`src/rtl/img_fetch.sv`:
```
`timescale 1ns/1ps
`default_nettype none
// ============================================================================
// Module   : img_fetch
// Purpose  : Raster-driven image fetcher. Converts the HDMI timing position
//            (cx, cy) into row-major image-memory reads and re-aligns the
//            returned pixels with a delayed copy of the screen position.
// Revision : 1.0 - initial release
// ============================================================================
module img_fetch #(
  parameter int                IMG_WIDTH   = 356,
  parameter int                IMG_HEIGHT  = 356,
  parameter int                X_OFFSET    = 0,
  parameter int                Y_OFFSET    = 0,
  parameter int                MEM_LATENCY = 2,
  parameter int                PIX_W       = 8,
  parameter int                ADDR_W      = 17,
  parameter logic [PIX_W-1:0]  BG_VALUE    = '0
) (
  input  logic              clk,
  input  logic              rst,
  input  logic [9:0]        cx,
  input  logic [9:0]        cy,
  output logic [ADDR_W-1:0] mem_addr,
  output logic              mem_rd_en,
  input  logic [PIX_W-1:0]  mem_data,
  output logic [PIX_W-1:0]  pix,
  output logic              pix_valid,
  output logic [9:0]        pix_cx,
  output logic [9:0]        pix_cy,
  output logic              frame_start
);

  // Counter is one bit wider than the address so the saturation value
  // W*H is representable even when it equals 2^ADDR_W.
  localparam int                CNT_W   = ADDR_W + 1;
  localparam logic [CNT_W-1:0]  CNT_MAX = CNT_W'(IMG_WIDTH * IMG_HEIGHT);
  // Delay from stage 0 to the output register: one slot for the address
  // register plus MEM_LATENCY slots while the memory answers.
  localparam int                DLY     = MEM_LATENCY + 1;
  localparam logic [10:0]       X_LO    = 11'(X_OFFSET);
  localparam logic [10:0]       Y_LO    = 11'(Y_OFFSET);

  // Window test by offset subtraction: a position left of/above the window
  // wraps to a value above 1024, so one unsigned compare covers both edges.
  logic [10:0] dx;
  logic [10:0] dy;
  logic        in_x;
  logic        in_y;

  assign dx   = {1'b0, cx} - X_LO;
  assign dy   = {1'b0, cy} - Y_LO;
  assign in_x = dx < 11'(IMG_WIDTH);
  assign in_y = dy < 11'(IMG_HEIGHT);

  logic       s0_vld;
  logic       s0_in_win;
  logic [9:0] s0_cx;
  logic [9:0] s0_cy;

  // Stage 0: capture the raster position and its window membership.
  // s0_vld keeps the reset value (0,0) from posing as a real frame origin.
  always_ff @(posedge clk or posedge rst) begin
    if (rst) begin
      s0_vld    <= 1'b0;
      s0_in_win <= 1'b0;
      s0_cx     <= '0;
      s0_cy     <= '0;
    end else begin
      s0_vld    <= 1'b1;
      s0_in_win <= in_x && in_y;
      s0_cx     <= cx;
      s0_cy     <= cy;
    end
  end

  logic             s0_origin;
  logic [CNT_W-1:0] addr_cnt;
  logic [CNT_W-1:0] cnt_base;
  logic             synced;
  logic             issue;

  // An origin restarts the count in the same cycle, so an in-window origin
  // reads address 0 directly; a saturated count issues nothing.
  assign s0_origin = s0_vld && (s0_cx == 10'd0) && (s0_cy == 10'd0);
  assign cnt_base  = s0_origin ? '0 : addr_cnt;
  assign issue     = s0_in_win && (synced || s0_origin) && (cnt_base < CNT_MAX);

  // Address generation: counter-based row-major addressing and frame sync.
  always_ff @(posedge clk or posedge rst) begin
    if (rst) begin
      addr_cnt  <= '0;
      synced    <= 1'b0;
      mem_addr  <= '0;
      mem_rd_en <= 1'b0;
    end else begin
      mem_rd_en <= issue;
      if (issue) begin
        mem_addr <= cnt_base[ADDR_W-1:0];
        addr_cnt <= cnt_base + CNT_W'(1);
      end else begin
        addr_cnt <= cnt_base;
      end
      if (s0_origin) begin
        synced <= 1'b1;
      end
    end
  end

  logic [DLY-1:0]       pipe_ok;
  logic [DLY-1:0]       pipe_fs;
  logic [DLY-1:0][9:0]  pipe_cx;
  logic [DLY-1:0][9:0]  pipe_cy;

  // Alignment pipeline: carries "a read was issued", the origin marker and
  // the position alongside the in-flight memory access.
  always_ff @(posedge clk or posedge rst) begin
    if (rst) begin
      pipe_ok <= '0;
      pipe_fs <= '0;
      pipe_cx <= '0;
      pipe_cy <= '0;
    end else begin
      pipe_ok[0] <= issue;
      pipe_fs[0] <= s0_origin;
      pipe_cx[0] <= s0_cx;
      pipe_cy[0] <= s0_cy;
      for (int i = 1; i < DLY; i++) begin
        pipe_ok[i] <= pipe_ok[i-1];
        pipe_fs[i] <= pipe_fs[i-1];
        pipe_cx[i] <= pipe_cx[i-1];
        pipe_cy[i] <= pipe_cy[i-1];
      end
    end
  end

  // Output stage: memory data only in slots that carry an issued read.
  always_ff @(posedge clk or posedge rst) begin
    if (rst) begin
      pix         <= BG_VALUE;
      pix_valid   <= 1'b0;
      pix_cx      <= '0;
      pix_cy      <= '0;
      frame_start <= 1'b0;
    end else begin
      pix         <= pipe_ok[DLY-1] ? mem_data : BG_VALUE;
      pix_valid   <= pipe_ok[DLY-1];
      pix_cx      <= pipe_cx[DLY-1];
      pix_cy      <= pipe_cy[DLY-1];
      frame_start <= pipe_fs[DLY-1];
    end
  end

endmodule
`default_nettype wire

```
`config.mk`:
```
export PLATFORM = sky130hd
export DESIGN_NAME = img_fetch
export DESIGN_NICKNAME = d
export VERILOG_FILES = /design/src/rtl/img_fetch.sv
export SDC_FILE = /design/constraint.sdc
export NUM_CORES = 1
export LEC_CHECK = 0
export ABC_AREA = 1
export BUFFER_PORTS_ARGS = -buffer_cell sky130_fd_sc_hd__buf_2
export CAP_MARGIN = 10
export CORE_MARGIN = 3
export CORE_UTILIZATION = 35
export CTS_BUF_LIST = sky130_fd_sc_hd__clkbuf_16
export DETAILED_ROUTE_END_ITERATION = 10
export GPL_TIMING_DRIVEN = 0
export PLACE_DENSITY = 0.53
export SYNTH_ARGS = -nofsm -noshare
export SYNTH_HDL_FRONTEND = slang
export SYNTH_SLANG_ARGS = --single-unit
export TNS_END_PERCENT = 10
```
`constraint.sdc`:
```
create_clock -name clk -period 5.28 [get_ports clk]
set_clock_uncertainty 0.05 [all_clocks]
set_input_delay 0.528 -clock clk [delete_from_list [all_inputs] [get_ports clk]]
set_output_delay 0.528 -clock clk [all_outputs]
set_load 0.01 [all_outputs]
```
Word-level counts from Yosys, hierarchy flattened
Cells that the tools add are included.
{"block": "word_totals", "ff_bits": 155, "inputBits": 30, "elab_cells": 36}
{"block": "classes", "mux": 3, "magnitude_cmp": 3, "add_sub_neg": 1, "n_reduce_logical": 8}
{"operator": "18-bit two-way mux", "count": 2}
{"operator": "10-bit zero test", "count": 2}
{"operator": "10-bit by 9-bit < comparator with 1-bit output, second input constant", "count": 2}
{"operator": "18-bit by 1-bit adder with 18-bit output, second input constant", "count": 1}
{"operator": "18-bit by 17-bit < comparator with 1-bit output, second input constant", "count": 1}
{"operator": "8-bit two-way mux", "count": 1}
{"operator": "1-bit logical AND", "count": 5}
{"operator": "1-bit logical OR", "count": 1}

Longest topological paths before layout
{"block": "logic_depth", "word_depth": 7, "depth_mapped": 18}

Worst setup path before layout
OpenSTA, ideal clock, no wires.
{"block": "synth_timing", "path_kind": "flip-flop to flip-flop", "from": "register s0_vld", "to": "register addr_cnt[14]", "period_less_slack_ns": 2.268, "path_buffers": 3, "arrival_time_ns": 2.101, "path_stages_with_launch": 19, "slack_ns": 3.012, "path_cell_list": "dfrtp_1 -> inv_1 -> nor2_1 -> nand2_1 -> nor2_1 -> nand3_4 -> buf_4 -> buf_6 -> buf_6 -> nand2_1 -> inv_1 -> ha_1 -> nand2_1 -> nor3_1 -> nand2_1 -> nor2_1 -> nand2_1 -> nand2_1 -> nand2_1"}
{"block": "synth_between", "elab_chain_cells": 6}
{"element": "start, declared", "line": "56", "text": "logic s0_vld;"}
{"element": "start signal, assigned", "line": "65", "text": "s0_vld <= 1'b0;"}
{"element": "start signal, assigned", "line": "70", "text": "s0_vld <= 1'b1;"}
{"element": "1-bit logical AND (*) (2 in series)", "line": "85", "text": "assign s0_origin = s0_vld && (s0_cx == 10'd0) && (s0_cy == 10'd0);"}
{"element": "18-bit two-way mux (*)", "line": "86", "text": "assign cnt_base = s0_origin ? '0 : addr_cnt;"}
{"element": "net cnt_base[0]", "line": "79", "text": "logic [CNT_W-1:0] cnt_base;"}
{"element": "18-bit by 17-bit < comparator with 1-bit output", "line": "87", "text": "assign issue = s0_in_win && (synced || s0_origin) && (cnt_base < CNT_MAX);"}
{"element": "1-bit logical AND", "line": "87"}
{"element": "18-bit two-way mux (*)", "line": "98", "text": "if (issue) begin"}
{"element": "end signal, assigned", "line": "100", "text": "addr_cnt <= cnt_base + CNT_W'(1);"}
{"element": "end signal, assigned", "line": "102", "text": "addr_cnt <= cnt_base;"}
{"element": "end, declared", "line": "78", "text": "logic [CNT_W-1:0] addr_cnt;"}
The timed path passes the listed nets; every way through them passes the cells marked *.
A chain may end at the register's enable or synchronous reset.

Final worst setup path
Same ends and word-level chain as after synthesis.

==> out/summary.log <==
qor: status.run_status finished, final reports clean
qor: power_and_ir_drop.p_leak 3.15 nW
qor: grt.first_global_vias 3167
qor: grt.largest_net_degree_at_the_start_of_global_routing 106
qor: drt.drcViolationCount 0
qor: grt.track_usage 12.8%
qor: power_and_ir_drop.combPwrFrac 2.2%
qor: finish.post_layout_nonfiller_instances 697
qor: grt.initial_antenna_violation_count 0
qor: logic_synthesis.share_of_async_settable_or_async_resettable_flops_after_synthesis 100%
qor: power_and_ir_drop.total_power 0.00247 W
qor: logic_synthesis.synth_compound_area_share 2.78%
qor: min_path.worst_hold_path_type primary input to asynchronous set/reset pin
qor: drt.post_drt_wl_per_cell 13.4 um
qor: finish.regArea 3850 um2
qor: drt.firstDrtPassIters 4
qor: logic_synthesis.combinational_family_with_the_most_area_after_synthesis simple AND/OR/NAND/NOR gates
qor: setup_path.timing.critical_path.arrival 3.07 ns
qor: sta.slew_headroom 66.4%
qor: logic_synthesis.adder_and_majority_gate_portion_of_the_synthesized_area 0.248%
qor: sta.final-setup-viol-count 0
qor: power_and_ir_drop.switchingPower 0.000566 W
qor: sta.min_period_over_period 53.2%
qor: setup_path.startpoint_type flop
qor: clocking.max-clock-path-buffers 2
qor: sta.clock.fmax 0.356 GHz
qor: clocking.cts-buffers-inserted 17
qor: sta.final_period_minus_worst_setup_slack 2.81 ns
qor: floorplan.starting_utilization_of_the_core_area 36.0%
qor: logic_synthesis.synth_most_common_cell dfrtp_1
qor: logic_synthesis.post_synth_mux_area_share 0%
qor: floorplan.num_io_pins 78
qor: logic_synthesis.syn_avg_cell_area 12.4 um2
qor: drt.drt-vias-per-instance 4.39
qor: finish.area_growth_syn_to_layout 24.3%
qor: clocking.cts.reportedPaths.clkPinSlew 0.07 ns
qor: floorplan.placement_rows 43
qor: logic_synthesis.area_share_of_xor_xnor_cells_in_the_synthesized_design 0.870%
qor: clocking.cts_sinks 154
qor: clocking.clockRootBuffer clkbuf_16
qor: power_and_ir_drop.sequentialPowerShare 49.8%
qor: setup_path.cp_data_required_time 5.54 ns
qor: setup_path.reg2reg_from s0_vld
qor: logic_synthesis.yosysWarnings 0
qor: clocking.postCtsSetupRepairBufs 0
qor: finish.final_net_count 535
qor: sta.number_of_pins_with_negative_max_slew_slack_in_the_final_report 0
qor: grt.grt_first_pass_wirelength 15800 um
qor: logic_synthesis.synth_area_leaders dfrtp_1 77%, nand2_1 7.5%, nand3_1 2.7%
qor: clocking.post_cts_hold_buffers 0
qor: setup_path.criticalPathCategory flop to flop
qor: setup_path.r2r-end addr_cnt[14]
qor: run.cap_viol_max_count 0
qor: setup_path.setup.worst_path.end addr_cnt[14]
qor: clocking.clock_tree_from_tritoncts yes
qor: logic_synthesis.postSynthRegisterBits 154
qor: floorplan.die-area 15900 um2
qor: sta.setup_repair_after_global_routing_missed_its_margin false
qor: clocking.cts_resizes 0
qor: logic_synthesis.synth_enable_flop_cells 0
qor: logic_synthesis.post_synth_top_cells 154 x dfrtp_1, 101 x nand2_1, 30 x nor2_1, 27 x inv_1, 27 x nand3_1
qor: logic_synthesis.mappedNetlistNets 438
qor: clocking.worst_skew_pair.late_latency 0.42 ns
qor: setup_path.ff2ff_path_depth 18
qor: sta.worst_hold_slack 0.0874 ns
qor: placement.dpl.cell_count 665
qor: drt.vias 3062
qor: logic_synthesis.synth_top_area_cell dfrtp_1
qor: sta.timing.final.hold_violations 0
qor: power_and_ir_drop.power-per-cell-area 395 nW/um2
qor: logic_synthesis.synthSimpleGateAreaFrac 15.8%
qor: logic_synthesis.synth_sequential_area_ratio 76.5%
qor: placement.dpl.hpwl 6260 um
qor: setup_path.setup.reg_to_reg.worst_slack 2.47 ns
qor: power_and_ir_drop.p_clk_share 48.0%
qor: setup_path.worst_setup_path_startpoint s0_vld
qor: floorplan.floorplan.die.width 126 um
qor: floorplan.die_y 126 um
qor: setup_path.crit_path_capture_type flop
qor: drt.detail_route.wirelength 9310 um
qor: power_and_ir_drop.internal_power_component 0.00190 W
qor: grt.grt-ovfl-total 0
qor: floorplan.core_box_area 14000 um2
qor: logic_synthesis.share_of_the_synthesized_area_in_the_top_cell_type 76.5%
qor: power_and_ir_drop.ir_drop 0.174 mV
qor: finish.layout-drive-gt1-share 25.7%
qor: logic_synthesis.synthCells 407
qor: power_and_ir_drop.sw_frac_of_total 22.9%
qor: finish.multi_input_comb_area 997 um2
qor: sta.worst-slew-pin-transition 0.504 ns
qor: logic_synthesis.netlist-cell-type-count 27
qor: finish.antenna_cells_inserted 0
qor: drt.route.antenna.remaining_nets 0
qor: placement.finalWeightedCongestion 0.841
qor: setup_path.worst-path-max-fanout 10
qor: logic_synthesis.ys_dominant_reg_cell dfrtp_1
qor: placement.numPortBuffers 77
qor: logic_synthesis.syn_area 5040 um2
qor: drt.first_iter_violations 170
qor: finish.nFillCells 1325
qor: clocking.cts.htree.levels 4
-- power by group through the flow --
stage	clock [W]	sequential (W)	combinational, W
after floorplan	0	0.00125	0.0000214
after global placement	0	0.00125	0.0000528
after detailed placement	0	0.00125	0.0000569
after CTS	0.00122	0.00123	0.0000571
after global routing	0.00127	0.00123	0.0000626
final	0.00119	0.00123	0.0000541
-- per-stage QoR --
step | instance area [um2] | TNS, ns | utilization (%) | worst slack [ns]
6_report | 6260 | 0 | 44.7 | 2.47
3_5_place_dp | 5680 | 0 | 40.6 | 2.46
2_1_floorplan | 5040 | 0 | - | 0.552
3_3_place_gp | 5650 | -144.30 | 40.4 | -0.950
5_1_grt | 6260 | 0 | 44.7 | 2.16
4_1_cts | 6260 | 0 | 44.7 | 2.44
-- cell type report --
class                           instances  area share [%]
Inverter                               29            1.82
Multi-Input combinational cell        214            15.9
Timing Repair Buffer                   78            6.60
Buffer                                 10            1.22
Clock buffer                           17            6.80
Tap cell                              180            3.60
Sequential cell                       154            61.6
Clock inverter                         15            2.48
-- layer usage --
metal | GRT usage (%) | vias to the layer above | share of wire (%)
met5 | 0 | - | 0
met1 | 16.6 | 1487 | 45
met2 | 19.6 | 73 | 48
li1 | - | 1484 | -
met4 | 5.93 | 0 | 2.0
met3 | 4.41 | 18 | 4.9
-- kinds of logic (layout without fill, tap and decap cells) --
kind of cell,Yosys count,count (layout)
simple gates,180,180
fa+ha+maj,1,1
xor+xnor,5,5
compound gates,27,27
buf+inv,39,149
flops,154,154
other cells,1,1
-- sequential cells by signal, indices dropped and copies added (netlist names), 8 cells and up --
register,flops
mem_addr,17
s0_cx,10
pix_cy,10
s0_cy,10
pix_cx,10
addr_cnt,18
pix,8
pipe_cy,30
pipe_cx,30
-- how the worst min path moves through the flow --
stage | start | end | cells after the start
4_1_cts | rst | pix[1] | 2
5_1_grt | rst | pix[1] | 2
2_1_floorplan | pipe_fs[2] | frame_start | 0
3_3_place_gp | pipe_cy[15] | pipe_cy[25] | 0
6_report | rst | pix[1] | 2
3_5_place_dp | pipe_cx[9] | pipe_cx[19] | 0
-- cell usage in the layout (no fill, tap or decap), types with 2 or more instances in the layout --
cell / n
buf_2: 81
inv_1: 27
inv_8: 4
nor3_1: 2
nor2_2: 2
nand4_1: 5
nor2_1: 30
inv_2: 2
nand3_1: 27
xor2_1: 3
dfrtp_1: 154
o21ai_1: 19
inv_6: 6
o21ai_0: 7
nand2_2: 7
xnor2_1: 2
nand2_1: 101
buf_6: 4
clkbuf_16: 17
-- worst max-delay path: stages, from the launching register on --
cell	delay, ns
dfrtp_1	0.36
inv_1	0.05
nor2_1	0.03
nand2_1	0.08
nor2_1	0.09
nand3_4	0.13
buf_4	0.20
buf_6	0.17
buf_6	0.16
nand2_1	0.10
inv_1	0.09
ha_1	0.25
nand2_1	0.10
nor3_1	0.35
nand2_1	0.09
nor2_1	0.20
nand2_1	0.08
nand2_1	0.06
nand2_1	0.05
Power figures use the tool's default switching activity.
